File: config.mk
export PLATFORM = sky130hd
export DESIGN_NAME = abp_sender
export DESIGN_NICKNAME = d
export VERILOG_FILES = /design/src/rtl/abp_sender.sv
export SDC_FILE = /design/constraint.sdc
export NUM_CORES = 1
export LEC_CHECK = 0
export BUFFER_PORTS_ARGS = -buffer_cell sky130_fd_sc_hd__buf_2
export CAP_MARGIN = 25
export CELL_PAD_IN_SITES_DETAIL_PLACEMENT = 2
export CELL_PAD_IN_SITES_GLOBAL_PLACEMENT = 2
export CORE_MARGIN = 2
export CORE_UTILIZATION = 43
export CTS_CLUSTER_SIZE = 16
export DETAILED_ROUTE_END_ITERATION = 16
export PLACE_DENSITY = 0.8
export SKIP_LAST_GASP = 1
export SYNTH_ARGS = -nofsm -noshare
export SYNTH_HDL_FRONTEND = slang
export SYNTH_SLANG_ARGS = --single-unit
File: constraint.sdc
create_clock -name aclk -period 4.95 [get_ports aclk]
set_clock_uncertainty 0.1 [all_clocks]
set_input_delay 0.495 -clock aclk [delete_from_list [all_inputs] [get_ports aclk]]
set_output_delay 0.495 -clock aclk [all_outputs]
set_load 0.02 [all_outputs]
File: src/rtl/abp_sender.sv
// Alternating-bit protocol sender: buffers one frame from s_axis, sends it on m_axis
// behind a one-byte bit header and retransmits on timeout until a matching ack arrives.
module abp_sender #(
    parameter int unsigned TIMEOUT_DURATION = 10,
    parameter int unsigned MAX_FRAME_BYTES  = 16
) (
    input  logic       aclk,
    input  logic       areset,
    input  logic       s_axis_tvalid,
    output logic       s_axis_tready,
    input  logic       s_axis_tlast,
    input  logic [7:0] s_axis_tdata,
    output logic       m_axis_tvalid,
    input  logic       m_axis_tready,
    output logic       m_axis_tlast,
    output logic [7:0] m_axis_tdata,
    input  logic       ack_axis_tvalid,
    output logic       ack_axis_tready,
    input  logic       ack_axis_tlast,
    input  logic [7:0] ack_axis_tdata,
    output logic       current_bit,
    output logic       busy,
    output logic [7:0] retransmit_count,
    output logic       overflow
);
    localparam int unsigned LEN_W   = $clog2(MAX_FRAME_BYTES + 1);
    localparam int unsigned ADDR_W  = (MAX_FRAME_BYTES > 1) ? $clog2(MAX_FRAME_BYTES) : 1;
    localparam int unsigned TIMER_W = $clog2(TIMEOUT_DURATION + 1);
    localparam logic [6:0]  ACK_TAG = 7'b1010101;

    typedef enum logic [1:0] {LOAD, DROP, SEND, WAIT_ACK} state_e;

    state_e               state_q, state_d;
    logic [LEN_W-1:0]     len_q, len_d;
    logic [LEN_W-1:0]     idx_q, idx_d;
    logic [TIMER_W-1:0]   timer_q, timer_d;
    logic                 cur_bit_q, cur_bit_d;
    logic [7:0]           rtx_cnt_q, rtx_cnt_d;
    logic                 m_valid_q, m_valid_d;
    logic                 m_last_q, m_last_d;
    logic [7:0]           m_data_q, m_data_d;
    logic                 overflow_q, overflow_d;
    logic                 busy_q, busy_d;
    logic                 s_rdy_q, s_rdy_d;
    logic                 ack_rdy_q, ack_rdy_d;
    logic [7:0]           buf_q [MAX_FRAME_BYTES];

    logic                 s_fire;
    logic                 m_fire;
    logic                 ack_ok;
    logic                 timeout;
    logic                 last_beat;
    logic                 wr_en;
    logic                 load_hdr;

    assign s_fire    = s_axis_tvalid & s_rdy_q;
    assign m_fire    = m_valid_q & m_axis_tready;
    assign ack_ok    = ack_axis_tvalid & ack_axis_tlast &
                       (ack_axis_tdata[7:1] == ACK_TAG) & (ack_axis_tdata[0] == cur_bit_q);
    assign timeout   = (timer_q == TIMER_W'(TIMEOUT_DURATION - 1));
    assign last_beat = (idx_q == len_q);

    // State register
    always_ff @(posedge aclk) begin
        if (areset) begin
            state_q <= LOAD;
        end else begin
            state_q <= state_d;
        end
    end

    // Next-state logic; a valid ack outranks a coincident timeout
    always_comb begin
        state_d = state_q;
        case (state_q)
            LOAD: begin
                if (s_fire) begin
                    if (s_axis_tlast) begin
                        state_d = SEND;
                    end else if (len_q == LEN_W'(MAX_FRAME_BYTES - 1)) begin
                        state_d = DROP;
                    end
                end
            end
            DROP:     if (s_fire && s_axis_tlast) state_d = SEND;
            SEND:     if (m_fire && last_beat) state_d = WAIT_ACK;
            WAIT_ACK: begin
                if (ack_ok) begin
                    state_d = LOAD;
                end else if (timeout) begin
                    state_d = SEND;
                end
            end
            default:  state_d = LOAD;
        endcase
    end

    // Datapath and registered-output next values
    always_comb begin
        len_d      = len_q;
        idx_d      = idx_q;
        timer_d    = timer_q;
        cur_bit_d  = cur_bit_q;
        rtx_cnt_d  = rtx_cnt_q;
        m_valid_d  = m_valid_q;
        m_last_d   = m_last_q;
        m_data_d   = m_data_q;
        overflow_d = 1'b0;
        wr_en      = 1'b0;
        load_hdr   = 1'b0;
        case (state_q)
            LOAD: begin
                if (s_fire) begin
                    wr_en    = 1'b1;
                    len_d    = len_q + LEN_W'(1);
                    load_hdr = s_axis_tlast;
                end
            end
            DROP: begin
                if (s_fire) begin
                    overflow_d = 1'b1;
                    load_hdr   = s_axis_tlast;
                end
            end
            SEND: begin
                if (m_fire) begin
                    if (last_beat) begin
                        m_valid_d = 1'b0;
                        m_last_d  = 1'b0;
                        timer_d   = '0;
                    end else begin
                        // idx_q is the beat on the bus; the next beat is buffer[idx_q]
                        idx_d    = idx_q + LEN_W'(1);
                        m_data_d = buf_q[idx_q[ADDR_W-1:0]];
                        m_last_d = ((idx_q + LEN_W'(1)) == len_q);
                    end
                end
            end
            WAIT_ACK: begin
                if (ack_ok) begin
                    cur_bit_d = ~cur_bit_q;
                    len_d     = '0;
                end else if (timeout) begin
                    load_hdr = 1'b1;
                    if (rtx_cnt_q != 8'hFF) begin
                        rtx_cnt_d = rtx_cnt_q + 8'd1;
                    end
                end else begin
                    timer_d = timer_q + TIMER_W'(1);
                end
            end
            default: ;
        endcase
        if (load_hdr) begin
            m_valid_d = 1'b1;
            m_last_d  = 1'b0;
            m_data_d  = {7'b0000000, cur_bit_q};
            idx_d     = '0;
        end
        s_rdy_d   = (state_d == LOAD) || (state_d == DROP);
        busy_d    = (state_d != LOAD);
        ack_rdy_d = 1'b1;
    end

    always_ff @(posedge aclk) begin
        if (areset) begin
            len_q      <= '0;
            idx_q      <= '0;
            timer_q    <= '0;
            cur_bit_q  <= 1'b0;
            rtx_cnt_q  <= '0;
            m_valid_q  <= 1'b0;
            m_last_q   <= 1'b0;
            m_data_q   <= '0;
            overflow_q <= 1'b0;
            busy_q     <= 1'b0;
            s_rdy_q    <= 1'b0;
            ack_rdy_q  <= 1'b0;
        end else begin
            len_q      <= len_d;
            idx_q      <= idx_d;
            timer_q    <= timer_d;
            cur_bit_q  <= cur_bit_d;
            rtx_cnt_q  <= rtx_cnt_d;
            m_valid_q  <= m_valid_d;
            m_last_q   <= m_last_d;
            m_data_q   <= m_data_d;
            overflow_q <= overflow_d;
            busy_q     <= busy_d;
            s_rdy_q    <= s_rdy_d;
            ack_rdy_q  <= ack_rdy_d;
        end
    end

    // Payload storage needs no reset: len_q bounds every read
    always_ff @(posedge aclk) begin
        if (wr_en) begin
            buf_q[len_q[ADDR_W-1:0]] <= s_axis_tdata;
        end
    end

    assign s_axis_tready    = s_rdy_q;
    assign ack_axis_tready  = ack_rdy_q;
    assign m_axis_tvalid    = m_valid_q;
    assign m_axis_tlast     = m_last_q;
    assign m_axis_tdata     = m_data_q;
    assign current_bit      = cur_bit_q;
    assign busy             = busy_q;
    assign retransmit_count = rtx_cnt_q;
    assign overflow         = overflow_q;

endmodule

=== Yosys cells after proc, flatten, opt, wreduce, memory -nomap -nowiden ===
Memory sizes are Yosys's and may differ from the RTL's. A register that Yosys moved wholly into a read port is not among the register bits.
Index checks and enable logic that the tools add are counted.

* Add/subtract/negate cells: 4
* Equality and inequality tests: 18
* Multiplexer cells: 36
* Bitwise operators: 9
* Reduce and logical (&&, ||, !) cells: 22

{| class="wikitable"
|+ Operator list
! kind !! number
|-
| 4-bit 2-to-1 mux || 6
|-
| 1-bit 2-to-1 mux || 17
|-
| 2-bit 2-to-1 mux || 7
|-
| 2-bit != test, second input constant || 6
|-
| 3-bit AND reduction || 4
|-
| 2-bit nonzero test || 6
|-
| 5-bit by 1-bit adder with 5-bit output, second input constant || 2
|-
| 5-bit equality test || 2
|-
| 5-bit 2-to-1 mux || 2
|-
| 5-bit one-hot mux with 2 select lines || 1
|-
| 8-bit by 1-bit adder with 8-bit output, second input constant || 1
|-
| 8-bit != test, second input constant || 1
|-
| 2-bit one-hot mux with 4 select lines || 1
|-
| 4-bit one-hot mux with 2 select lines || 1
|-
| 7-bit equality test, second input constant || 1
|-
| 2-bit OR reduction || 3
|-
| 1-bit bitwise AND || 5
|-
| 5-bit by 4-bit equality test with 1-bit output, second input constant || 1
|-
| 5-bit AND reduction || 1
|-
| 4-bit by 1-bit adder with 4-bit output, second input constant || 1
|-
| 2-bit by 1-bit equality test with 1-bit output, second input constant || 2
|-
| 2-bit equality test, second input constant || 2
|-
| 4-bit equality test, second input constant || 1
|-
| 2-bit zero test || 2
|-
| other kinds (8) || 13
|}

* Register bits after elaboration: 39
* Bits in writable memories: 128
* Input bits: 23
* Word-level logic and storage cells: 104
* Memories: 1

{| class="wikitable"
|+ Memory list
! name !! depth !! width !! rd ports !! clocked after Yosys merged registers in !! write ports !! RTL line !! RTL
|-
| buf_q || 16 || 8 || 1 || 1 || 1 || 46 || <nowiki>logic [7:0] buf_q [MAX_FRAME_BYTES];</nowiki>
|}

=== Longest topological paths before layout ===
* Depth in word-level cells: 7
* Gate-level depth with buffers: 8
* Mapped depth without buffers: 7

=== Least setup slack after synthesis ===
No wires, ideal clock.

* Path type: input to register
* From: in s_axis_tvalid
* To: mem buf_q[3][0] (enable)
* Data arrival time: 1840 ps
* Data required time: 4467 ps
* Slack: 2627 ps
* Cell stages on the path: 4
* Buffers on the path: 0
* Cells stage by stage: nand2_1 -> nor3_1 -> nand2_1 -> nor3_1

* Word-level cells in the longest chain between the ends: 5

{| class="wikitable"
|+ RTL lines
! element !! RTL line !! RTL
|-
| from (decl) || 9 || <nowiki>input logic s_axis_tvalid,</nowiki>
|-
| 1-bit bitwise AND || 56 || <nowiki>assign s_fire = s_axis_tvalid & s_rdy_q;</nowiki>
|-
| 1-bit 2-to-1 mux || 113 || <nowiki>if (s_fire) begin</nowiki>
|-
| 1-bit 2-to-1 mux || 111 || <nowiki>case (state_q)</nowiki>
|-
| 1-bit 2-to-1 mux || 197 || <nowiki>if (wr_en) begin</nowiki>
|-
| 1-bit 2-to-1 mux (not written as such) || 198 || <nowiki>buf_q[len_q[ADDR_W-1:0]] <= s_axis_tdata;</nowiki>
|-
| to (decl) || 46 ||
|}

Every way passes these cells.

=== Final worst setup path ===
* From: reg len_q[2]
* To: reg m_data_q[0] (netlist: m_axis_tdata[0])

* Word-level cells in the longest chain between the ends: 3

{| class="wikitable"
|+ RTL lines
! element !! RTL line !! RTL
|-
| from (decl) || 34 || <nowiki>logic [LEN_W-1:0] len_q, len_d;</nowiki>
|-
| from (signal assigned) || 180 || <nowiki>len_q <= len_d;</nowiki>
|-
| 5-bit equality test || 61 || <nowiki>assign last_beat = (idx_q == len_q);</nowiki>
|-
| 2-bit by 1-bit != test with 1-bit output (no line) || - ||
|-
| 3-bit AND reduction (no line) || - ||
|-
| to (signal assigned) || 187 || <nowiki>m_data_q <= m_data_d;</nowiki>
|-
| to (decl) || 41 || <nowiki>logic [7:0] m_data_q, m_data_d;</nowiki>
|}

Every way passes these cells.
A chain may end at the register's enable or synchronous reset.

==> out/results.ini <==
[final_layout]
drive_gt1_share_pct = 21.5
syn_to_final_growth_pct = 14.3
antenna-diode-count = 0
fin_nets = 545

[power]
p_sw_mw = 0.675
combPwrFrac_pct = 2.8
p_int_mw = 2.38
p_sw_share_pct = 22.1
vdd_drop_max_mv = 0.408
p_seq_share_pct = 51.0
power_mw = 3.05
power.leakage_nw = 2.68
clockPowerShare_pct = 46.3
powerDensity_mw_per_mm2 = 379

[sta]
period_share_pct = 51.6
setup_viol = 0
slew_violations = 0
hold_viol = 0
slew_headroom_pct = 35.8
rsz0062_at_grt = false
fin_tns_setup_ns = 0
worstMarginPinSlew_ns = 0.963
min_period_ns = 2.56
hold_slack_ns = 0.355
max_freq_mhz = 391

[placed_design]
place.gp.congestion = 0.831
hpwl_um = 12200
numPortBuffers = 45

[setup_path]
crit_fanout = 14
path_cells = xnor2_1 -> and2_0 -> a21oi_1 -> or3_1 -> o221a_2
crit_type = reg -> reg
critPathArrivalTime_ns = 2.83
end_kind = flop
critPathBufInv = 0
cp_slowest_cell = a21oi_1
crit_family = compound AO/OA/AOI/OAI gates
startpoint_type = flop
critPathMaxStageDelay_ns = 0.82
cp.required_ns = 5.23

[yosys]
synth_ff_type = edfxtp_1
syn_area_mm2 = 0.00705
yosys-top-cells-count = edfxtp_1 (128), nor2_1 (47), dfxtp_1 (43)
synth.distinct_cells = 50
synth_edf_count = 128
synthCells = 467
postSynthAreaPerCell_um2 = 15.1
synth_top_cell_by_area = edfxtp_1
yosysTopAreaCellShare_pct = 54.6
yosysMostFrequentCell = edfxtp_1
yosys_register_bits = 171
syn-num-nets = 499
ys_seq_area_share_pct = 66.8
synth_area_leaders = edfxtp_1 (55%), dfxtp_1 (12%), mux4_1 (4.5%), mux4_2 (3.5%), nor2_1 (2.5%)
synthArstFlopShare_pct = 0
yosys_warnings = 0

[clocking]
cts.sinks = 171
htree_levels = 4
cts_max_path_buffers = 2
cts_tree = built
post_cts_buffers = 0
clk_latency_ns = 0.44
ctsResizeCount = 0
postCtsHoldBufs = 0
clock-root-buffer = clkbuf_16
path_clk_slew_ns = 0.07
cts_buffers = 17

[worst_hold_path]
hp-class = reg -> reg

[routing]
dr.pass1.iters = 4
via_per_inst = 5.67
drtIter0Drc = 316
wl_per_cell_um = 25.7
ant_nets = 0
via_count = 4204
drc = 0
routed_wl_um = 19000

[global_route]
grt_max_degree = 44
antenna_found_initial = 0
grt_usage_pct = 22.9
grt_pass1_wl_um = 29200
grt_overflow = 0
grt_pass1_vias = 4592

[die]
die_area_mm2 = 0.0174
die_h_um = 132
die_x_um = 132
start_util_pct = 44.2
row_count = 46
ios = 46
core_mm2 = 0.0159

[status]
status = finished clean

[run]
maxCapViolCount = 0

-- area by class of cell --
type	count	area (um2)
fillers	1491	7890
flip-flops and latches	171	4700
multi-input cells	263	2160
clock buffers	17	425
repair buffers	53	280
well taps	216	270
clock inverters	14	185
inverters	7	26.3
-- state kept, by name (all words and copies together), names as in the netlist, named ones only --
register	cells
timer_q	4
idx_q	5
ack_axis_tready	1
busy	1
buf_q	128
s_axis_tready	1
m_axis_tlast	1
m_axis_tdata	8
state_q	2
len_q	5
current_bit	1
m_axis_tvalid	1
overflow	1
retransmit_count	8
-- power groups by stage --
stage,Sequential (mW),Combinational [mW],Clock [mW]
6_report,1.56,0.0840,1.41
5_1_grt,1.56,0.0909,1.48
4_1_cts,1.55,0.0835,1.44
3_5_place_dp,1.59,0.0812,0
3_3_place_gp,1.59,0.0742,0
2_1_floorplan,1.59,0.0335,0
-- cells by family (layout without fill, tap and decap cells) --
family	after synthesis	after routing	synth area share [%]
fa+ha+maj	9	9	1.60
compound gates	44	44	4.40
xor+xnor	25	25	3.11
simple gates	140	140	10.2
flops	171	171	66.8
mux	45	45	11.4
buf+inv	33	91	2.56
-- layout by cell type, fill, tap and decap left out, types with 3 or more instances in the layout --
cell type	n
nor4b_1	3
mux2_2	14
a21oi_1	7
edfxtp_1	128
nand2_1	15
nor4_1	7
ha_1	9
o21ai_0	3
mux2i_1	8
mux4_1	12
nor3_1	28
dfxtp_1	43
bufinv_16	3
buf_2	46
nand3_1	9
nand2b_1	6
o22ai_1	9
nor2b_1	6
and3_1	4
mux4_2	11
inv_1	7
clkbuf_16	17
inv_6	3
buf_4	4
clkinv_4	3
a211oi_1	14
xor2_1	7
nor2_1	47
xnor2_1	18
-- worst paths after layout --
| path | start | endpoint | slack [ns] | cells past startpoint |
|---|---|---|---|---|
| setup reg to reg | len_q[2] | m_axis_tdata[0] | 2.39 | 5 |
| setup / recovery | len_q[2] | m_axis_tdata[0] | 2.39 | 5 |
| hold / removal | m_axis_tlast | m_axis_tlast | 0.35 | 2 |
| hold reg to reg | m_axis_tlast | m_axis_tlast | 0.35 | 2 |
-- layer usage --
layer,wire length (um),vias up,global-route usage (%)
met5,0,-,0
met4,280,0,7.55
met3,889,21,3.96
met2,9720,86,39.1
met1,8140,2207,30.0
li1,-,1890,-
-- per-stage QoR --
| stage | util (%) | cells | area [um2] | setup slack (ns) |
|---|---|---|---|---|
| after detailed placement | 46.5 | 706 | 7420 | 1.73 |
| final | 50.5 | 741 | 8050 | 2.39 |
| after global placement | 46.5 | 705 | 7410 | 1.89 |
| after floorplan | - | 467 | 7050 | 2.63 |
| after CTS | 50.4 | 737 | 8030 | 1.81 |
| after global routing | 50.5 | 741 | 8050 | 2.19 |
-- worst register-to-register path, stage by stage, from the launching register on --
cell and delay, ns:
dfxtp_1 0.71, xnor2_1 0.16, and2_0 0.28, a21oi_1 0.82, or3_1 0.25, o221a_2 0.18
Note: power is estimated with default switching activity, not from simulation.
